**src/rtl/id_ex_stage.sv**
```systemverilog
// ID/EX pipeline register with load-use / link-use hazard detection, hold and flush handling.
// Optional stall counters are compiled in when ID_EX_STALL_CNT_EN is defined.
module id_ex_stage #(
  parameter int XLEN     = 32,
  parameter int ALU_OP_W = 4
) (
  input  logic                clk,
  input  logic                rst_n,
  input  logic                valid_ID,
  input  logic [3:0]          rs1,
  input  logic [3:0]          rs2,
  input  logic                uses_rs1,
  input  logic                uses_rs2,
  input  logic [XLEN-1:0]     rs1_data_ID,
  input  logic [XLEN-1:0]     rs2_data_ID,
  input  logic [3:0]          rd_ID,
  input  logic                regfile_we_ID,
  input  logic [1:0]          rd_data_sel_ID,
  input  logic [ALU_OP_W-1:0] alu_op_ID,
  input  logic [XLEN-1:0]     imm_ID,
  input  logic [XLEN-1:0]     pc4_ID,
  input  logic                regfile_we_MEMPREP,
  input  logic                regfile_we_MEMEX,
  input  logic                regfile_we_WB,
  input  logic [3:0]          rd_MEMPREP,
  input  logic [3:0]          rd_MEMEX,
  input  logic [3:0]          rd_WB,
  input  logic [1:0]          rd_data_sel_MEMPREP,
  input  logic [1:0]          rd_data_sel_MEMEX,
  input  logic [1:0]          rd_data_sel_WB,
  input  logic                hold_in,
  input  logic                flush_in,
  output logic                stall_ID,
  output logic                valid_EX,
  output logic                regfile_we_EX,
  output logic [3:0]          rd_EX,
  output logic [1:0]          rd_data_sel_EX,
  output logic [ALU_OP_W-1:0] alu_op_EX,
  output logic [XLEN-1:0]     rs1_data_EX,
  output logic [XLEN-1:0]     rs2_data_EX,
  output logic [XLEN-1:0]     imm_EX,
  output logic [XLEN-1:0]     pc4_EX
`ifdef ID_EX_STALL_CNT_EN
  ,
  output logic [31:0]         hazard_stall_cnt,
  output logic [31:0]         hold_stall_cnt
`endif
);

  localparam logic [1:0] RD_DATA_SEL_MEM = 2'd1;
  localparam logic [1:0] RD_DATA_SEL_PC4 = 2'd2;

  localparam logic [1:0] ACT_ADVANCE = 2'd0;
  localparam logic [1:0] ACT_HAZARD  = 2'd1;
  localparam logic [1:0] ACT_FLUSH   = 2'd2;
  localparam logic [1:0] ACT_HOLD    = 2'd3;

  logic       pending_flush;
  logic       hit_ex;
  logic       hit_memprep;
  logic       hit_memex;
  logic       hit_wb;
  logic       hazard;
  logic [1:0] act;

  function automatic logic src_match(input logic       uses,
                                     input logic [3:0] rs,
                                     input logic       we,
                                     input logic [3:0] rd);
    return uses && (rs != 4'd0) && we && (rd == rs);
  endfunction

  function automatic logic prod_match(input logic       we,
                                      input logic [3:0] rd,
                                      input logic       u1,
                                      input logic [3:0] r1,
                                      input logic       u2,
                                      input logic [3:0] r2);
    return src_match(u1, r1, we, rd) || src_match(u2, r2, we, rd);
  endfunction

  // EX cannot forward a load or a link value yet; later stages only lack load data.
  always_comb begin
    hit_ex      = valid_EX
                  && ((rd_data_sel_EX == RD_DATA_SEL_MEM) || (rd_data_sel_EX == RD_DATA_SEL_PC4))
                  && prod_match(regfile_we_EX, rd_EX, uses_rs1, rs1, uses_rs2, rs2);
    hit_memprep = (rd_data_sel_MEMPREP == RD_DATA_SEL_MEM)
                  && prod_match(regfile_we_MEMPREP, rd_MEMPREP, uses_rs1, rs1, uses_rs2, rs2);
    hit_memex   = (rd_data_sel_MEMEX == RD_DATA_SEL_MEM)
                  && prod_match(regfile_we_MEMEX, rd_MEMEX, uses_rs1, rs1, uses_rs2, rs2);
    hit_wb      = (rd_data_sel_WB == RD_DATA_SEL_MEM)
                  && prod_match(regfile_we_WB, rd_WB, uses_rs1, rs1, uses_rs2, rs2);
    hazard      = valid_ID && !pending_flush
                  && (hit_ex || hit_memprep || hit_memex || hit_wb);
  end

  always_comb begin
    act = ACT_ADVANCE;
    if (hold_in)
      act = ACT_HOLD;
    else if (flush_in || pending_flush)
      act = ACT_FLUSH;
    else if (hazard)
      act = ACT_HAZARD;
  end

  // While in reset the EX register is empty, so only a downstream hold may stall ID.
  assign stall_ID = (act == ACT_HOLD) || (rst_n && (act == ACT_HAZARD));

  always_ff @(posedge clk or negedge rst_n) begin
    if (!rst_n) begin
      pending_flush  <= 1'b0;
      valid_EX       <= 1'b0;
      regfile_we_EX  <= 1'b0;
      rd_EX          <= '0;
      rd_data_sel_EX <= '0;
      alu_op_EX      <= '0;
      rs1_data_EX    <= '0;
      rs2_data_EX    <= '0;
      imm_EX         <= '0;
      pc4_EX         <= '0;
    end else begin
      case (act)
        ACT_HOLD: begin
          pending_flush <= pending_flush | flush_in;
        end
        ACT_FLUSH, ACT_HAZARD: begin
          pending_flush  <= 1'b0;
          valid_EX       <= 1'b0;
          regfile_we_EX  <= 1'b0;
          rd_EX          <= '0;
          rd_data_sel_EX <= '0;
          alu_op_EX      <= '0;
          rs1_data_EX    <= '0;
          rs2_data_EX    <= '0;
          imm_EX         <= '0;
          pc4_EX         <= '0;
        end
        default: begin
          valid_EX       <= valid_ID;
          regfile_we_EX  <= regfile_we_ID & valid_ID;
          rd_EX          <= rd_ID;
          rd_data_sel_EX <= rd_data_sel_ID;
          alu_op_EX      <= alu_op_ID;
          rs1_data_EX    <= rs1_data_ID;
          rs2_data_EX    <= rs2_data_ID;
          imm_EX         <= imm_ID;
          pc4_EX         <= pc4_ID;
        end
      endcase
    end
  end

`ifdef ID_EX_STALL_CNT_EN
  always_ff @(posedge clk or negedge rst_n) begin
    if (!rst_n) begin
      hazard_stall_cnt <= '0;
      hold_stall_cnt   <= '0;
    end else begin
      if ((act == ACT_HAZARD) && (hazard_stall_cnt != '1))
        hazard_stall_cnt <= hazard_stall_cnt + 32'd1;
      if ((act == ACT_HOLD) && (hold_stall_cnt != '1))
        hold_stall_cnt <= hold_stall_cnt + 32'd1;
    end
  end
`endif

endmodule

```
**config.mk**
```make
export PLATFORM = sky130hd
export DESIGN_NAME = id_ex_stage
export DESIGN_NICKNAME = d
export VERILOG_FILES = /design/src/rtl/id_ex_stage.sv
export SDC_FILE = /design/constraint.sdc
export NUM_CORES = 1
export LEC_CHECK = 0
export ABC_AREA = 1
export CORE_AREA = 2 2 123 125
export CTS_CLUSTER_SIZE = 10
export DETAILED_ROUTE_END_ITERATION = 6
export DIE_AREA = 0 0 125 127
export GPL_ROUTABILITY_DRIVEN = 0
export HOLD_SLACK_MARGIN = 0.15
export PLACE_DENSITY = 0.79
export SYNTH_ARGS = -nofsm -noshare
export SYNTH_HDL_FRONTEND = slang
export SYNTH_SLANG_ARGS = --single-unit
```
**constraint.sdc**
```tcl
create_clock -name clk -period 6.5 [get_ports clk]
set_input_delay 0.975 -clock clk [delete_from_list [all_inputs] [get_ports clk]]
set_output_delay 0.975 -clock clk [all_outputs]
set_load 0.05 [all_outputs]
```
# Word-level counts from Yosys, hierarchy flattened
# Index checks and enable logic that the tools add are counted.
op_classes:
  n_eq_ne: 16
  mux: 13
  bitwise_logic: 2
  reduce_logical: 41
op_table:
  columns: ["operator", "n"]
  rows:
  - ["32-bit one-hot mux with 2 select lines", 4]
  - ["4-bit == test", 8]
  - ["1-bit logical AND", 26]
  - ["4-bit one-hot mux with 2 select lines", 2]
  - ["2-bit by 1-bit == test with 1-bit output (second input constant)", 5]
  - ["1-bit logical OR", 10]
  - ["4-bit nonzero test", 2]
  - ["2-bit == test (second input constant)", 3]
  - ["1-bit one-hot mux with 2 select lines", 3]
  - ["2-bit two-way mux", 2]
  - ["2-bit one-hot mux with 2 select lines", 1]
  - ["2-bit nonzero test", 1]
  - ["2-bit OR reduction", 1]
  - ["1-bit bitwise AND", 1]
  - ["1-bit zero test", 1]
  - ["1-bit two-way mux", 1]
  - ["1-bit OR", 1]
word_totals:
  register_bits: 141

# Depth between registers and ports, before layout
depth:
  depth_word: 16
  depth_mapped: 17
  mapped_depth_nobuf: 15

# Least setup slack after synthesis
# Ideal clock, no wire load.
synth_path:
  path_kind: "input -> output"
  start: "input rs2[2]"
  end: "output stall_ID"
  arrival_time_ns: 2.268
  required_time_ns: 5.525
  path_slack_ns: 3.257
  cell_stages: 11
  path_cell_list: "inv_1 nand2_1 nand2_1 nand2_1 nor2_1 nand2_1 nand2_1 nand2_1 nand2_1 o21ai_2 o21bai_1"
synth_via:
  elab_chain_cells: 16
  word_cells_on_any_way: 33
synth_rtl:
  columns: ["element", "line", "source"]
  rows:
  - ["from (decl)", "11", "input logic [3:0] rs2,"]
  - ["4-bit nonzero test", "70", "return uses && (rs != 4'd0) && we && (rd == rs);"]
  - ["1-bit logical AND (3 in series)", "70", null]
  - ["1-bit logical OR", "79", "return src_match(u1, r1, we, rd) || src_match(u2, r2, we, rd);"]
  - ["1-bit logical AND, on equally long branches", "86, 88", null]
  - ["1-bit logical OR (2 in series)", "94", "&& (hit_ex || hit_memprep || hit_memex || hit_wb);"]
  - ["1-bit logical OR (*)", "94", null]
  - ["1-bit logical AND (*)", "94", null]
  - ["1-bit two-way mux (*)", "103", "else if (hazard)"]
  - ["2-bit two-way mux (*)", "101", "else if (flush_in || pending_flush)"]
  - ["2-bit two-way mux (*)", "99", "if (hold_in)"]
  - ["2-bit by 1-bit == test with 1-bit output", "108", "assign stall_ID = (act == ACT_HOLD) || (rst_n && (act == ACT_HAZARD));"]
  - ["1-bit logical AND", "108", null]
  - ["1-bit logical OR (*)", "108", null]
  - ["to (decl)", "33", "output logic stall_ID,"]
# Every way passes the cells marked *; elsewhere a longest branch is shown, timed or not.

# Worst setup path in the final report
layout_path:
  start: "input rs1[3]"
  end: "output stall_ID"
layout_via:
  elab_chain_cells: 16
  word_cells_on_any_way: 33
layout_rtl:
  columns: ["element", "line", "source"]
  rows:
  - ["from (decl)", "10", "input logic [3:0] rs1,"]
  - ["4-bit nonzero test", "70", null]
  - ["1-bit logical AND (3 in series)", "70", null]
  - ["1-bit logical OR", "79", null]
  - ["1-bit logical AND, on equally long branches", "86, 88", null]
  - ["1-bit logical OR (2 in series)", "94", null]
  - ["1-bit logical OR (*)", "94", null]
  - ["1-bit logical AND (*)", "94", null]
  - ["1-bit two-way mux (*)", "103", null]
  - ["2-bit two-way mux (*)", "101", null]
  - ["2-bit two-way mux (*)", "99", null]
  - ["2-bit by 1-bit == test with 1-bit output", "108", null]
  - ["1-bit logical AND", "108", null]
  - ["1-bit logical OR (*)", "108", null]
# Marks and branches as above.

==> results.cfg <==
[run_status]
outcome = complete, no violations

[setup_path]
crit_required_ns = 5.52
worstSetupPathDepth = 12
r2r_cells = 14
worstReg2RegStart = rd_EX[3]
startpoint_type = input pin
path_class = input pin to primary output
worst_ep_arrival_time_ns = 3.34
path_buf_inv = 3
cp_top_family = buffers and inverters
slowest_stage = clkdlybuf4s50_1
worstSetupStartpoint = rs1[3]
path_cells = clkdlybuf4s50_1 > inv_1 > nand2_1 > o21ai_0 > nor2_1 > nand2_1 > nand2_1 > nand2_1 > nand2_1 > o21ai_2 > o21bai_1 > clkdlybuf4s50_1
endpoint_kind = primary output
crit_top_cell = nand2_1
cp_max_fo = 6
critPathMaxStageDelay_ns = 0.82

[synthesis]
synth_adder_area_share_pct = 0.222
synth-seq-cells = 141
synth_area_um2 = 5630
synthTopCellsByArea = dfrtp_1 63%, a22o_1 21%, nand2_1 6.7%
ys_warn_count = 0
synthMuxAreaShare_pct = 0
synth_top_family_by_area = compound AO/OA/AOI/OAI gates
syn_inst = 497
synth-seq-area-share_pct = 62.7
synth_simple_gate_area_share_pct = 9.54
yosys.area.top_type_share_pct = 62.7
yosys.area.top_type = dfrtp_1
synth_xor_area_share_pct = 0.311
synth.avg_cell_area_um2 = 11.3
synth_compound_area_share_pct = 22.8
yosys.cell_types.count = 22
synth_nets = 673

[die]
die_w_um = 125
die_area_um2 = 15900
core-area_um2 = 14400
start_util_pct = 39.0
die_h_um = 127
num_rows = 44
num_io_pins = 316

[sta]
finalHoldViolCount = 0
setup_ws_ns = 2.19
maxSlewViolCount = 0
min_period_ns = 4.31
relSlewSlack_pct = 28.1
setup_tns_ns = 0
fmax_mhz = 232
finalSetupViolations = 0
tightest_slew_ns = 1.08
min_period_over_period_pct = 66.4
rsz0062_at_grt = no
skew_ns = 0.0117

[clocking]
clk_pin_slew_ns = 0.06
clkLatencyLatePin_ns = 0.41
ctsResizeCount = 0
postCtsSetupRepairBufs = 0
cts_buffers = 17
holdBufCountCts = 0
clock_sinks = 141
cts_buffer_depth = 2
clock-root-buffer = clkbuf_16
tritoncts = done
htree_levels = 4

[place]
io_buffers = 315
postPlaceCellArea_um2 = 8920
dp_slack_ns = 2.07
dpl.hpwl_mm = 13.9

[cells_and_area]
syn2layout_area_growth_pct = 69.3
final_common_cell = clkdlybuf4s50_1
final_cell_area_um2 = 9520
layout_common_cells = 313 x clkdlybuf4s50_1, 141 x dfrtp_1, 134 x a22o_1
nFillCells = 1058
finalNetCount = 980
drive_above_1_share_pct = 4.90

[drt]
wire_per_inst_um = 18.8
routed_wirelength_mm = 18.9
drtPass1Iterations = 5
ant_nets = 0
viasPerCell = 5.21
drtIter0Drc = 296
drc = 0
via_count = 5230

[pwr]
p_leak_nw = 4.39
peakVddDrop_mv = 0.177
power_per_cell_area_nw_per_um2 = 300

[global_routing]
grt_pass1_wl_mm = 29.6
top_usage_layer = met2
grt_use_total_pct = 23.9
grtUsageMet2_pct = 39.9
grt_pass1_vias = 5645
grt_antenna_before_repair = 2
grtUsageMet3_pct = 8.17
grtUsageMet1_pct = 27.5
grt_start_max_net_pins = 100
grt-ovfl-total = 0

[min_path]
hp-start = pending_flush
whs_path_depth = 2
hold_path_class = register to register

[flow_run]
maxCapViolCount = 0
==> metal layers <==
metal / wire length, um / part of all wire [%]
met5: 0 / 0
met4: 652 / 3.5
met3: 1730 / 9.2
met2: 9350 / 50
met1: 7130 / 38
==> through the flow <==
step / hold slack, ns / cells / util, % / total power [mW]
floorplan: 0.449 / 497 / - / 1.52
global placement: 0.463 / 969 / 61.8 / 1.89
detailed placement: 0.469 / 969 / 61.8 / 1.90
CTS: 0.482 / 1001 / 66.0 / 2.88
global route: 0.508 / 1003 / 66.0 / 2.97
finish: 0.476 / 1003 / 66.0 / 2.86
==> synth_stat cells (all sizes together) <==
master,n
nand3,9
ha,1
xnor2,1
a21oi,6
xor2,1
dfrtp,141
o21ai,11
and3b,1
inv,32
buf,15
nand2,101
and2,1
o31ai,1
nor2,26
clkbuf,15
o21bai,1
a22o,134
==> sequential cells by signal, indices dropped and copies added, names as in the netlist <==
| register | count |
|---|---|
| regfile_we_EX | 1 |
| valid_EX | 1 |
| pending_flush | 1 |
| alu_op_EX | 4 |
| imm_EX | 32 |
| rd_data_sel_EX | 2 |
| rd_EX | 4 |
| pc4_EX | 32 |
| rs1_data_EX | 32 |
| rs2_data_EX | 32 |
==> where the power goes <==
group | switching [mW] | internal [mW] | total (mW)
sequential | 0.0613 | 0.973 | 1.03
combinational | 0.519 | 0.331 | 0.850
clock | 0.367 | 0.604 | 0.971
total | 0.948 | 1.91 | 2.86
==> path summary, 6_finish.rpt <==
kind / slack (ns) / to
worst max-delay path: 2.19 / stall_ID
worst min-delay path: 0.48 / pending_flush
worst max register to register: 3.35 / rs2_data_EX[4]
worst min register to register: 0.48 / pending_flush
max in group asynchronous: 4.61 / rs1_data_EX[16]
min in group asynchronous: 0.58 / rs1_data_EX[17]
==> worst register-to-register path, cell delays in order, from the launching register on <==
cell and delay, ns:
dfrtp_1 0.39, inv_1 0.10, a21oi_1 0.13, nand2_1 0.07
nor2_1 0.08, nand2_1 0.06, nand2_1 0.06, nand2_1 0.05
nand2_1 0.07, o21ai_2 0.06, and2_1 0.15, ha_1 0.32
nor2_4 0.84, buf_12 0.44, a22o_1 0.26
==> cell type report <==
| cell class | instances | area, um2 | share of cell area [%] |
|---|---|---|---|
| flip-flops and latches | 141 | 3530 | 37.0 |
| multi-input cells | 294 | 1860 | 19.5 |
| diodes | 2 | 5.00 | 0.0525 |
| repair buffers | 318 | 3190 | 33.5 |
| clock buffers | 18 | 429 | 4.51 |
| well taps | 184 | 230 | 2.42 |
| inverters | 32 | 120 | 1.26 |
| clock inverters | 14 | 169 | 1.77 |
==> kinds of logic (layout without fill, tap and decap cells) <==
kind of cell / count (synthesis) / count (layout)
other: 0 / 2
XOR/XNOR: 2 / 2
AND/OR/NAND/NOR: 138 / 138
adder cells (fa/ha/maj): 1 / 1
buffers and inverters: 62 / 382
flip-flops: 141 / 141
AO/OA/AOI/OAI: 153 / 153
Power figures use the tool's default switching activity.
